--- src/rtl/alu_sequencer_pkg.sv ---
// Shared encodings for the ALU issue sequencer: instruction classes, ALU selects,
// FSM states and instruction field positions.
package alu_sequencer_pkg;

  localparam logic [1:0] CLS_R   = 2'b00;
  localparam logic [1:0] CLS_BEQ = 2'b01;
  localparam logic [1:0] CLS_LI  = 2'b10;
  localparam logic [1:0] CLS_RSV = 2'b11;

  localparam logic [1:0] ALU_ADD = 2'b00;
  localparam logic [1:0] ALU_SUB = 2'b01;
  localparam logic [1:0] ALU_AND = 2'b10;
  localparam logic [1:0] ALU_OR  = 2'b11;

  typedef enum logic [1:0] {
    IDLE = 2'b00,
    EXEC = 2'b01,
    WB   = 2'b10
  } state_t;

  localparam int CLS_LSB  = 14;
  localparam int FUNC_LSB = 12;
  localparam int RD_LSB   = 9;
  localparam int RS_LSB   = 6;
  localparam int RT_LSB   = 3;
  localparam int IMM_W    = 9;

endpackage

--- src/rtl/alu_sequencer_regfile.sv ---
// Register file with two operand read ports, a debug read port and one write port.
// r0 always reads zero and ignores writes; reads return the pre-write value.
module regfile_8x32 #(
  parameter int NREGS = 8,
  parameter int DW    = 32
) (
  input  logic                     clk,
  input  logic                     rst,
  input  logic [$clog2(NREGS)-1:0] ra_addr,
  output logic [DW-1:0]            ra_data,
  input  logic [$clog2(NREGS)-1:0] rb_addr,
  output logic [DW-1:0]            rb_data,
  input  logic [$clog2(NREGS)-1:0] dbg_addr,
  output logic [DW-1:0]            dbg_data,
  input  logic                     we,
  input  logic [$clog2(NREGS)-1:0] wa,
  input  logic [DW-1:0]            wd
);

  logic [DW-1:0] mem_q [NREGS];

  always_ff @(posedge clk or posedge rst) begin
    if (rst) begin
      for (int i = 0; i < NREGS; i++) begin
        mem_q[i] <= '0;
      end
    end else if (we && (wa != '0)) begin
      mem_q[wa] <= wd;
    end
  end

  assign ra_data  = (ra_addr  == '0) ? '0 : mem_q[ra_addr];
  assign rb_data  = (rb_addr  == '0) ? '0 : mem_q[rb_addr];
  assign dbg_data = (dbg_addr == '0) ? '0 : mem_q[dbg_addr];

endmodule

--- src/rtl/alu_sequencer.sv ---
// Three-state issue controller: accepts one instruction, presents operands to the
// external ALU, captures its result and retires with writeback or a branch decision.
module alu_sequencer
  import alu_sequencer_pkg::*;
#(
  parameter int NREGS = 8,
  parameter int DW    = 32
) (
  input  logic                     clk,
  input  logic                     rst,
  input  logic                     in_valid,
  output logic                     in_ready,
  input  logic [15:0]              in_instr,
  output logic [DW-1:0]            alu_a,
  output logic [DW-1:0]            alu_b,
  output logic [1:0]               alu_sel,
  input  logic [DW-1:0]            alu_out,
  input  logic                     alu_zero,
  output logic                     done,
  output logic [DW-1:0]            result,
  output logic                     branch_taken,
  output logic                     illegal,
  input  logic [$clog2(NREGS)-1:0] dbg_addr,
  output logic [DW-1:0]            dbg_data
);

  localparam int AW = $clog2(NREGS);

  state_t        state_q, state_d;
  logic [1:0]    cls_q, cls_d;
  logic [AW-1:0] rd_q, rd_d;
  logic [DW-1:0] alu_a_q, alu_a_d;
  logic [DW-1:0] alu_b_q, alu_b_d;
  logic [1:0]    alu_sel_q, alu_sel_d;
  logic [DW-1:0] result_q, result_d;
  logic          zero_q, zero_d;

  logic [1:0]    in_cls;
  logic [AW-1:0] rs_addr, rt_addr;
  logic [DW-1:0] rs_data, rt_data;
  logic          wb_en;

  assign in_cls  = in_instr[CLS_LSB +: 2];
  assign rs_addr = in_instr[RS_LSB +: AW];
  assign rt_addr = in_instr[RT_LSB +: AW];

  regfile_8x32 #(
    .NREGS (NREGS),
    .DW    (DW)
  ) u_regfile (
    .clk      (clk),
    .rst      (rst),
    .ra_addr  (rs_addr),
    .ra_data  (rs_data),
    .rb_addr  (rt_addr),
    .rb_data  (rt_data),
    .dbg_addr (dbg_addr),
    .dbg_data (dbg_data),
    .we       (wb_en),
    .wa       (rd_q),
    .wd       (result_q)
  );

  always_comb begin
    state_d   = state_q;
    cls_d     = cls_q;
    rd_d      = rd_q;
    alu_a_d   = alu_a_q;
    alu_b_d   = alu_b_q;
    alu_sel_d = alu_sel_q;
    result_d  = result_q;
    zero_d    = zero_q;
    case (state_q)
      IDLE: begin
        if (in_valid) begin
          cls_d   = in_cls;
          rd_d    = in_instr[RD_LSB +: AW];
          state_d = EXEC;
          case (in_cls)
            CLS_LI: begin
              alu_a_d   = {{(DW-IMM_W){1'b0}}, in_instr[IMM_W-1:0]};
              alu_b_d   = '0;
              alu_sel_d = ALU_ADD;
            end
            CLS_BEQ: begin
              alu_a_d   = rs_data;
              alu_b_d   = rt_data;
              alu_sel_d = ALU_SUB;
            end
            default: begin
              alu_a_d   = rs_data;
              alu_b_d   = rt_data;
              alu_sel_d = in_instr[FUNC_LSB +: 2];
            end
          endcase
        end
      end
      EXEC: begin
        result_d = alu_out;
        zero_d   = alu_zero;
        state_d  = WB;
      end
      WB:      state_d = IDLE;
      default: state_d = IDLE;
    endcase
  end

  always_ff @(posedge clk or posedge rst) begin
    if (rst) begin
      state_q   <= IDLE;
      cls_q     <= CLS_R;
      rd_q      <= '0;
      alu_a_q   <= '0;
      alu_b_q   <= '0;
      alu_sel_q <= ALU_ADD;
      result_q  <= '0;
      zero_q    <= 1'b0;
    end else begin
      state_q   <= state_d;
      cls_q     <= cls_d;
      rd_q      <= rd_d;
      alu_a_q   <= alu_a_d;
      alu_b_q   <= alu_b_d;
      alu_sel_q <= alu_sel_d;
      result_q  <= result_d;
      zero_q    <= zero_d;
    end
  end

  // Retire indications are decoded from the WB state so a reset drops them at once.
  assign in_ready     = (state_q == IDLE);
  assign done         = (state_q == WB);
  assign branch_taken = done && (cls_q == CLS_BEQ) && zero_q;
  assign illegal      = done && (cls_q == CLS_RSV);
  assign wb_en        = done && ((cls_q == CLS_R) || (cls_q == CLS_LI));

  assign alu_a   = alu_a_q;
  assign alu_b   = alu_b_q;
  assign alu_sel = alu_sel_q;
  assign result  = result_q;

endmodule

--- config.mk ---
export PLATFORM = sky130hd
export DESIGN_NAME = alu_sequencer
export DESIGN_NICKNAME = d
export VERILOG_FILES = /design/src/rtl/alu_sequencer_pkg.sv /design/src/rtl/alu_sequencer_regfile.sv /design/src/rtl/alu_sequencer.sv
export SDC_FILE = /design/constraint.sdc
export NUM_CORES = 1
export LEC_CHECK = 0
export ABC_AREA = 0
export ABC_CLOCK_PERIOD_IN_PS = 12600
export CELL_PAD_IN_SITES_DETAIL_PLACEMENT = 1
export CELL_PAD_IN_SITES_GLOBAL_PLACEMENT = 1
export CORE_MARGIN = 2
export CORE_UTILIZATION = 30
export CTS_CLUSTER_SIZE = 28
export DETAILED_ROUTE_END_ITERATION = 7
export HOLD_SLACK_MARGIN = 0.05
export PLACE_DENSITY_LB_ADDON = 0.1
export SYNTH_ARGS = -nofsm -noshare
export SYNTH_HDL_FRONTEND = slang
export SYNTH_HIERARCHICAL = 1
export SYNTH_SLANG_ARGS = --single-unit
--- constraint.sdc ---
create_clock -name clk -period 12.6 [get_ports clk]
set_clock_uncertainty 0.15 [all_clocks]
set_input_delay 1.89 -clock clk [delete_from_list [all_inputs] [get_ports clk]]
set_output_delay 1.89 -clock clk [all_outputs]
set_load 0.05 [all_outputs]
==> impl_metrics.py, run 1 <==
metrics = {
    "synthesis": {
        "synthDistinctLibCells": 33,
        "yosys.area.top_type": "dfrtp_1",
        "syn_avg_cell_area_um2": 13.8,
        "ys_warn_count": 6,
        "ys_ff_latch": 330,
        "ys_seq_area_share_pct": 43.3,
        "synth_nets": 1438,
        "syn_area_um2": 19100,
        "synth_top_area_share_pct": 43.3,
        "synthTopCellsByArea": "dfrtp_1, mux2_2, mux2_4",
        "syn_inst": 1381,
    },
    "status": {
        "status": "finished, final reports clean",
    },
    "clock_network": {
        "clk_path_buf_depth": 3,
        "root_buffer": "clkbuf_16",
        "cts-resized-gates": 0,
        "post_cts_buffers": 0,
        "tritoncts": "done",
        "clock_sink_count": 330,
        "htreeDepth": 2,
        "clkSlewWorstSetupHoldPaths_ns": 0.06,
        "hold_buffers": 0,
        "numCtsBuffers": 43,
        "clkLatencyLatePin_ns": 0.57,
    },
    "timing": {
        "worst_slack_ns": 5.46,
        "grt_setup_unrepaired": "no",
        "min_period_over_period_pct": 56.7,
        "min_period_ns": 7.14,
        "hold_violations": 0,
        "slew_headroom_pct": 24.3,
        "timing.fmax_mhz": 140,
        "finalSetupViolCount": 0,
        "fin_tns_setup_ns": 0,
        "tightest_slew_ns": 1.14,
        "drv_slew": 0,
    },
    "grt": {
        "antenna_found_initial": 0,
        "grt_pass1_vias": 13900,
        "grt_use_total_pct": 19.6,
        "grt_max_degree": 101,
        "grt_overflow": 0,
        "grt_pass1_wl_mm": 96.8,
    },
    "worst_setup_path": {
        "crit_type": "primary input to output pin",
        "worstPathArrival_ns": 5.10,
        "rrSetupSlack_ns": 9.24,
        "cp-end-kind": "output pin",
        "cp_num_buf_inv": 2,
        "worst_path_largest_cell_delay_ns": 0.93,
        "slowest_stage": "and2b_2",
        "critPathRequiredTime_ns": 10.56,
        "path_cells": "buf_6 > and2b_2 > a221oi_1 > a221oi_1 > clkdlybuf4s50_1",
        "crit_family": "buffers and inverters",
        "cp_max_fo": 51,
        "startpoint_type": "primary input",
        "cp_common_cell": "a221oi_1",
    },
    "die": {
        "start_util_pct": 30.3,
        "core_um2": 63000,
        "die-area_um2": 65700,
        "placementRows": 92,
        "ios": 189,
        "die_h_um": 256,
        "die_w_um": 256,
    },
    "place": {
        "globalplace.congestion": 0.725,
        "dp.cells": 2303,
        "pre_cts_ws_ns": 5.47,
        "hpwlAfterDp_mm": 36.5,
        "numPortBuffers": 188,
    },
    "routing": {
        "wirelength_mm": 65.1,
        "via_count": 12700,
        "wl_per_cell_um": 27.4,
        "via_per_inst": 5.36,
        "drtPass1Iterations": 5,
        "first_iter_violations": 664,
        "postRouteAntennaNets": 0,
        "drc_errors": 0,
    },
    "final_layout": {
        "final_layout_size_suffix_gt1_share_pct": 36.0,
        "diodes": 0,
        "nets": 1559,
        "syn_to_final_growth_pct": 18.8,
        "final_cells": 2379,
    },
    "power_and_ir_drop": {
        "power_density_nw_per_um2": 231,
        "irDropWorstVdd_v": 0.000111,
        "p_leak_uw": 0.0101,
        "p_total_uw": 5250,
    },
    "worst_hold_path": {
        "hold_path_class": "register to register",
    },
    "run": {
        "drv_cap": 0,
    },
}
[flip-flops by register name (all words and copies together), names as in the netlist]
name / cells
state_q: 2
alu_b: 32
u_regfile/mem_q: 224
zero_q: 1
result: 32
rd_q: 3
alu_a: 32
cls_q: 2
alu_sel: 2
[area by class of cell]
cell class / count / area, um^2
Clock buffer: 62 / 1300
Tap cell: 846 / 1060
Inverter: 9 / 46.3
Multi-Input combinational cell: 906 / 9780
Clock inverter: 14 / 200
Timing Repair Buffer: 212 / 2040
Sequential cell: 330 / 8260
Fill cell: 6565 / 40300
[per-layer routing]
metal	vias up	share of wire (%)	global-route usage [%]	routed length (um)
li1	5567	-	-	-
met1	6789	46	26.2	30100
met2	284	48	33.3	31500
met3	100	3.4	2.83	2190
met4	0	2.0	4.50	1310
met5	-	0	0	0
[where the power goes]
group,switching [uW],leakage [uW],internal (uW),total (uW)
registers,472,0.00425,1470,1940
logic,1020,0.00511,973,1990
clock network,499,0.000739,815,1310
[final timing paths]
path / startpoint / end / cells past startpoint
worst min register to register: alu_b[2] / alu_b[2] / 1
worst max register to register: state_q[0] / u_regfile/mem_q[86] / 4
min in group asynchronous: rst / cls_q[0] / 2
max in group asynchronous: rst / u_regfile/mem_q[13] / 4
worst min-delay path: alu_b[2] / alu_b[2] / 1
worst max-delay path: dbg_addr[0] / dbg_data[10] / 5
[synth_stat cells]
cell type  count
nor2b_4        1
ha_1           2
nor3_4         1
and3_1         1
mux2_4       142
dfrtp_1      330
buf_2         32
nand4b_4       2
nand4_1        1
buf_12         7
nand2b_1       1
nand4b_2       1
and4b_1        1
a22o_1         3
and2_1         3
nor2b_1       55
nand2_1        5
nor3b_2        1
a221oi_1     177
buf_6         47
a31oi_1        3
a21oi_1        3
mux2_1        13
and4bb_1       2
mux2_2       278
clkbuf_1      38
a221oi_2       9
nor2_1         1
buf_4          8
buf_8          4
and2b_1        7
mux2i_1      193
inv_1          9
[cells in the final DEF (no fill, tap or decap), types with 4 or more instances in the layout]
cell,synthesis,routed
dfrtp_1,330,330
clkbuf_16,0,45
clkdlybuf4s50_1,0,179
mux2_1,13,13
mux2_2,278,278
a221oi_2,9,9
clkbuf_8,0,11
nor2b_4,1,4
clkinv_2,0,7
buf_4,8,24
a221oi_1,177,177
clkbuf_1,38,6
mux2_4,142,142
nand2_1,5,5
and2b_1,7,5
bufinv_16,0,5
mux2i_1,193,193
inv_1,9,7
buf_2,32,6
nor2b_1,55,52
[metrics by stage]
stage / hold WS [ns] / cell area, um^2 / util [%]
after floorplan: 0.324 / 19100 / -
after global placement: 0.344 / 21200 / 33.6
after detailed placement: 0.341 / 21200 / 33.6
after CTS: 0.359 / 22700 / 36.0
after global routing: 0.381 / 22700 / 36.0
final: 0.359 / 22700 / 36.0
[logic make-up after synthesis]
| group | share of synthesized area (%) |
|---|---|
| AO/OA/AOI/OAI | 9.14 |
| adder cells (fa/ha/maj) | 0.131 |
| buffers and inverters | 5.90 |
| flip-flops | 43.3 |
| multiplexers | 38.4 |
| AND/OR/NAND/NOR | 3.13 |
Power figures use the tool's default switching activity.
==> run 2: changes to the inputs <==
--- a/config.mk
+++ b/config.mk
@@ -6,7 +6,7 @@
 export NUM_CORES = 1
 export LEC_CHECK = 0
 export ABC_AREA = 0
-export ABC_CLOCK_PERIOD_IN_PS = 12600
+export ABC_CLOCK_PERIOD_IN_PS = 6900
 export CELL_PAD_IN_SITES_DETAIL_PLACEMENT = 1
 export CELL_PAD_IN_SITES_GLOBAL_PLACEMENT = 1
 export CORE_MARGIN = 2
==> constraint.sdc (replaced) <==
create_clock -name clk -period 6.9 [get_ports clk]
set_clock_uncertainty 0.15 [all_clocks]
set_input_delay 1.035 -clock clk [delete_from_list [all_inputs] [get_ports clk]]
set_output_delay 1.035 -clock clk [all_outputs]
set_load 0.05 [all_outputs]
==> impl_metrics.py, run 2 (synthesis results as in run 1) <==
metrics = {
    "routing": {
        "drtPass1Iterations": 5,
        "drc_errors": 0,
        "wirelength_mm": 65.5,
        "via_count": 12600,
        "via_per_inst": 5.31,
        "postRouteAntennaNets": 0,
        "wl_per_cell_um": 27.5,
        "first_iter_violations": 645,
    },
    "final_layout": {
        "nets": 1560,
        "layout_common_cells": "dfrtp_1, mux2_2, mux2i_1, clkdlybuf4s50_1, a221oi_1",
        "final_common_cell": "dfrtp_1",
        "fillers": 6535,
        "final_layout_size_suffix_gt1_share_pct": 36.1,
        "design_area_um2": 22700,
        "largest_register_ffs": 224,
        "syn_to_final_growth_pct": 18.7,
        "top_register": "u_regfile/mem_q",
        "seq_area_um2": 8260,
        "multi_input_area_um2": 9780,
    },
    "grt": {
        "grt_use_total_pct": 19.6,
        "antenna_found_initial": 0,
        "grt_pass1_vias": 13700,
        "grt_pass1_wl_mm": 96.9,
        "grt_overflow": 0,
        "grt_max_degree": 122,
    },
    "clock_network": {
        "clkSlewWorstSetupHoldPaths_ns": 0.05,
        "hold_buffers": 0,
        "clock_sink_count": 330,
        "cts-resized-gates": 0,
        "post_cts_buffers": 0,
        "clk_path_buf_depth": 3,
        "clkLatencyLatePin_ns": 0.58,
        "htreeDepth": 2,
        "tritoncts": "done",
        "numCtsBuffers": 43,
        "root_buffer": "clkbuf_16",
    },
    "die": {
        "placementRows": 92,
        "die_w_um": 256,
        "die_h_um": 256,
        "start_util_pct": 30.3,
        "core_um2": 63000,
        "ios": 189,
        "die-area_um2": 65700,
    },
    "timing": {
        "slew_headroom_pct": 23.1,
        "tightest_slew_ns": 1.15,
        "finalSetupViolCount": 0,
        "timing.fmax_mhz": 179,
        "fin_tns_setup_ns": 0,
        "min_period_ns": 5.57,
        "worst_slack_ns": 1.33,
        "drv_slew": 0,
        "grt_setup_unrepaired": "no",
        "min_period_over_period_pct": 80.8,
        "hold_violations": 0,
    },
    "power_and_ir_drop": {
        "irDropWorstVdd_v": 0.000206,
        "p_leak_uw": 0.0101,
        "p_total_uw": 9550,
        "power_density_nw_per_um2": 421,
    },
    "worst_setup_path": {
        "cp_max_fo": 70,
        "worstPathArrival_ns": 4.39,
        "critPathRequiredTime_ns": 5.71,
        "startpoint_type": "primary input",
        "cp-end-kind": "output pin",
        "crit_type": "primary input to output pin",
    },
    "worst_hold_path": {
        "hold_path_class": "register to register",
    },
    "place": {
        "numPortBuffers": 188,
        "pre_cts_ws_ns": 1.32,
        "dpl_cell_area_um2": 21200,
        "globalplace.congestion": 0.729,
        "hpwlAfterDp_mm": 38.2,
    },
    "run": {
        "drv_cap": 0,
    },
    "status": {
        "status": "finished, final reports clean",
    },
}
## run 2: cell types whose count changed in the layout (fill, tap and decap cells not counted), moves of 2 or more
cell       delta
clkbuf_8      +4
clkbuf_1      -2
clkbuf_16     -2
inv_6         +2
## run 2: metrics by stage
stage          hold WS, ns  std cells  util (%)
4_1_cts              0.363       2379      36.0
2_1_floorplan        0.324       1381         -
5_1_grt              0.371       2379      36.0
3_3_place_gp         0.346       2304      33.7
6_report             0.360       2380      36.0
3_5_place_dp         0.344       2304      33.7
## run 2: final timing paths
path                             start                  end  slack [ns]  depth (start not counted)
setup / recovery           dbg_addr[0]         dbg_data[15]        1.33                          6
hold / removal               alu_a[25]            alu_a[25]        0.36                          1
setup reg to reg            state_q[0]  u_regfile/mem_q[45]        3.46                          4
hold reg to reg              alu_a[25]            alu_a[25]        0.36                          1
max in group asynchronous          rst  u_regfile/mem_q[86]        4.29                          4
min in group asynchronous          rst           alu_sel[1]        0.86                          2
## run 2: power by group
group / internal [uW] / total [uW] / switching, uW
combinational: 1780 / 3650 / 1870
sequential: 2680 / 3550 / 865
clock: 1450 / 2350 / 905
total: 5910 / 9550 / 3640
## run 2: cell type report
class | instances | area share (%)
diodes | 1 | 0.0110
multi-input cells | 906 | 43.1
inverters | 9 | 0.188
flip-flops and latches | 330 | 36.4
repair buffers | 213 | 9.07
well taps | 846 | 4.67
clock buffers | 62 | 5.72
clock inverters | 13 | 0.762
## run 2: layer usage
| layer | track usage [%] | wire [um] | vias to the layer above |
|---|---|---|---|
| met5 | 0 | 0 | - |
| met4 | 4.86 | 1210 | 0 |
| met3 | 2.66 | 2490 | 76 |
| met2 | 32.1 | 30900 | 269 |
| met1 | 27.3 | 30900 | 6718 |
| li1 | - | - | 5574 |
## run 2: worst max-delay path, cell delays in order
cell	delay (ns)
buf_6	0.67
and2b_2	0.68
buf_4	0.43
a221oi_1	0.14
a221oi_1	0.44
clkdlybuf4s50_1	0.90
==> run 3: changes to the inputs <==
--- a/config.mk
+++ b/config.mk
@@ -6,7 +6,7 @@
 export NUM_CORES = 1
 export LEC_CHECK = 0
 export ABC_AREA = 0
-export ABC_CLOCK_PERIOD_IN_PS = 6900
+export ABC_CLOCK_PERIOD_IN_PS = 5000
 export CELL_PAD_IN_SITES_DETAIL_PLACEMENT = 1
 export CELL_PAD_IN_SITES_GLOBAL_PLACEMENT = 1
 export CORE_MARGIN = 2
==> constraint.sdc (replaced) <==
create_clock -name clk -period 5 [get_ports clk]
set_clock_uncertainty 0.15 [all_clocks]
set_input_delay 0.75 -clock clk [delete_from_list [all_inputs] [get_ports clk]]
set_output_delay 0.75 -clock clk [all_outputs]
set_load 0.05 [all_outputs]
==> impl_metrics.py, run 3 (synthesis results as in run 1) <==
metrics = {
    "status": {
        "status": "finished, final reports clean",
    },
    "final_layout": {
        "largest_register_ffs": 224,
        "final_layout_size_suffix_gt1_share_pct": 36.9,
        "diodes": 0,
        "final_common_cell": "dfrtp_1",
        "syn_to_final_growth_pct": 19.1,
        "layout_common_cells": "dfrtp_1, mux2_2, mux2i_1, a221oi_1, clkdlybuf4s50_1",
        "nets": 1571,
        "top_register": "u_regfile/mem_q",
    },
    "timing": {
        "slew_headroom_pct": 18.6,
        "min_period_over_period_pct": 87.4,
        "min_period_ns": 4.37,
        "worst_slack_ns": 0.628,
        "grt_setup_unrepaired": "no",
        "fin_tns_setup_ns": 0,
        "drv_slew": 0,
        "finalSetupViolCount": 0,
        "hold_violations": 0,
        "tightest_slew_ns": 1.22,
        "timing.fmax_mhz": 229,
    },
    "worst_setup_path": {
        "cp_num_buf_inv": 3,
        "worstPathArrival_ns": 3.47,
        "slowest_stage": "and2_2",
        "worst_path_largest_cell_delay_ns": 1.01,
        "cp-end-kind": "output pin",
        "crit_family": "buffers and inverters",
        "critPathRequiredTime_ns": 4.10,
        "crit_type": "primary input to output pin",
        "r2r_end": "u_regfile/mem_q[96]",
        "crit_start": "dbg_addr[1]",
        "startpoint_type": "primary input",
        "path_cells": "buf_2 > buf_4 > and2_2 > a221oi_1 > clkdlybuf4s50_1",
        "cp_max_fo": 32,
        "reg2reg_from": "state_q[0]",
        "rrSetupSlack_ns": 1.74,
        "worstRegToRegCells": 4,
    },
    "worst_hold_path": {
        "hold_path_class": "register to register",
        "min_from": "alu_sel[0]",
        "holdPathStages": 1,
        "min_to": "alu_sel[0]",
    },
    "place": {
        "globalplace.congestion": 0.717,
        "numPortBuffers": 188,
        "pre_cts_ws_ns": 0.621,
        "hpwlAfterDp_mm": 38.1,
    },
    "power_and_ir_drop": {
        "power_density_nw_per_um2": 574,
        "p_total_uw": 13100,
        "p_leak_uw": 0.0102,
        "irDropWorstVdd_v": 0.000305,
    },
    "routing": {
        "wl_per_cell_um": 27.3,
        "drc_errors": 0,
        "met3_length_mm": 2.35,
        "via_count": 12900,
        "wl_met2_mm": 30.5,
        "top_layer_used": "met4",
        "wirelength_mm": 65.5,
        "first_iter_violations": 798,
        "route.layer.met1.wl_mm": 31.0,
        "via_per_inst": 5.37,
        "postRouteAntennaNets": 0,
        "drtPass1Iterations": 4,
    },
    "clock_network": {
        "tritoncts": "done",
        "clock_sink_count": 330,
        "htreeDepth": 2,
        "hold_buffers": 0,
        "clkSlewWorstSetupHoldPaths_ns": 0.05,
        "clk_path_buf_depth": 3,
        "clkLatencyLatePin_ns": 0.59,
        "cts-resized-gates": 0,
        "root_buffer": "clkbuf_16",
        "numCtsBuffers": 43,
        "post_cts_buffers": 0,
    },
    "die": {
        "start_util_pct": 30.3,
        "die_h_um": 256,
        "die-area_um2": 65700,
        "placementRows": 92,
        "ios": 189,
        "core_um2": 63000,
        "die_w_um": 256,
    },
    "grt": {
        "grt_overflow": 0,
        "grt_pass1_wl_mm": 98.0,
        "grt_pass1_vias": 14000,
        "grt_max_degree": 99,
        "antenna_found_initial": 0,
        "grt_use_total_pct": 19.7,
    },
    "run": {
        "drv_cap": 0,
    },
}
==> run 3: through the flow <==
stage          util (%)  instances  area, um^2  hold WS [ns]
2_1_floorplan         -       1381       19100         0.324
3_3_place_gp       33.9       2315       21300         0.349
3_5_place_dp       33.9       2315       21300         0.345
4_1_cts            36.1       2395       22700         0.366
5_1_grt            36.1       2395       22700         0.381
6_report           36.1       2395       22700         0.360
==> run 3: worst reg2reg max path, cell delays in order, from the launching register on <==
cell and delay, ns:
dfrtp_1 0.45, nor2b_1 0.32, nor2b_1 0.69, and4bb_4 1.11, mux2_2 0.44
==> run 3: layer usage <==
layer	GRT usage, %	vias to the layer above
li1	-	5600
met1	27.4	6891
met2	32.1	283
met3	2.81	93
met4	5.25	0
met5	0	-
==> run 3: report_power, final <==
| part | switching, uW | internal, uW | total (uW) |
|---|---|---|---|
| Clock | 1280 | 1830 | 3120 |
| Combinational | 2590 | 2460 | 5050 |
| Sequential | 1180 | 3710 | 4890 |
==> run 3: final cells by class <==
cell class	count	area [um^2]
multi-input combinational	906	9780
timing repair buffer	224	2200
clock inverter	15	118
sequential	330	8260
clock buffer	65	1290
fill	6527	40200
inverter	9	42.5
tap	846	1060
==> run 3: worst max path at each step <==
stage	slack, ns	depth (start not counted)	end
finish	0.63	5	dbg_data[11]
global route	0.56	5	dbg_data[11]
CTS	0.62	5	dbg_data[11]
detailed placement	0.62	5	dbg_data[11]
global placement	0.66	5	dbg_data[11]
floorplan	1.18	1	u_regfile/mem_q[0]
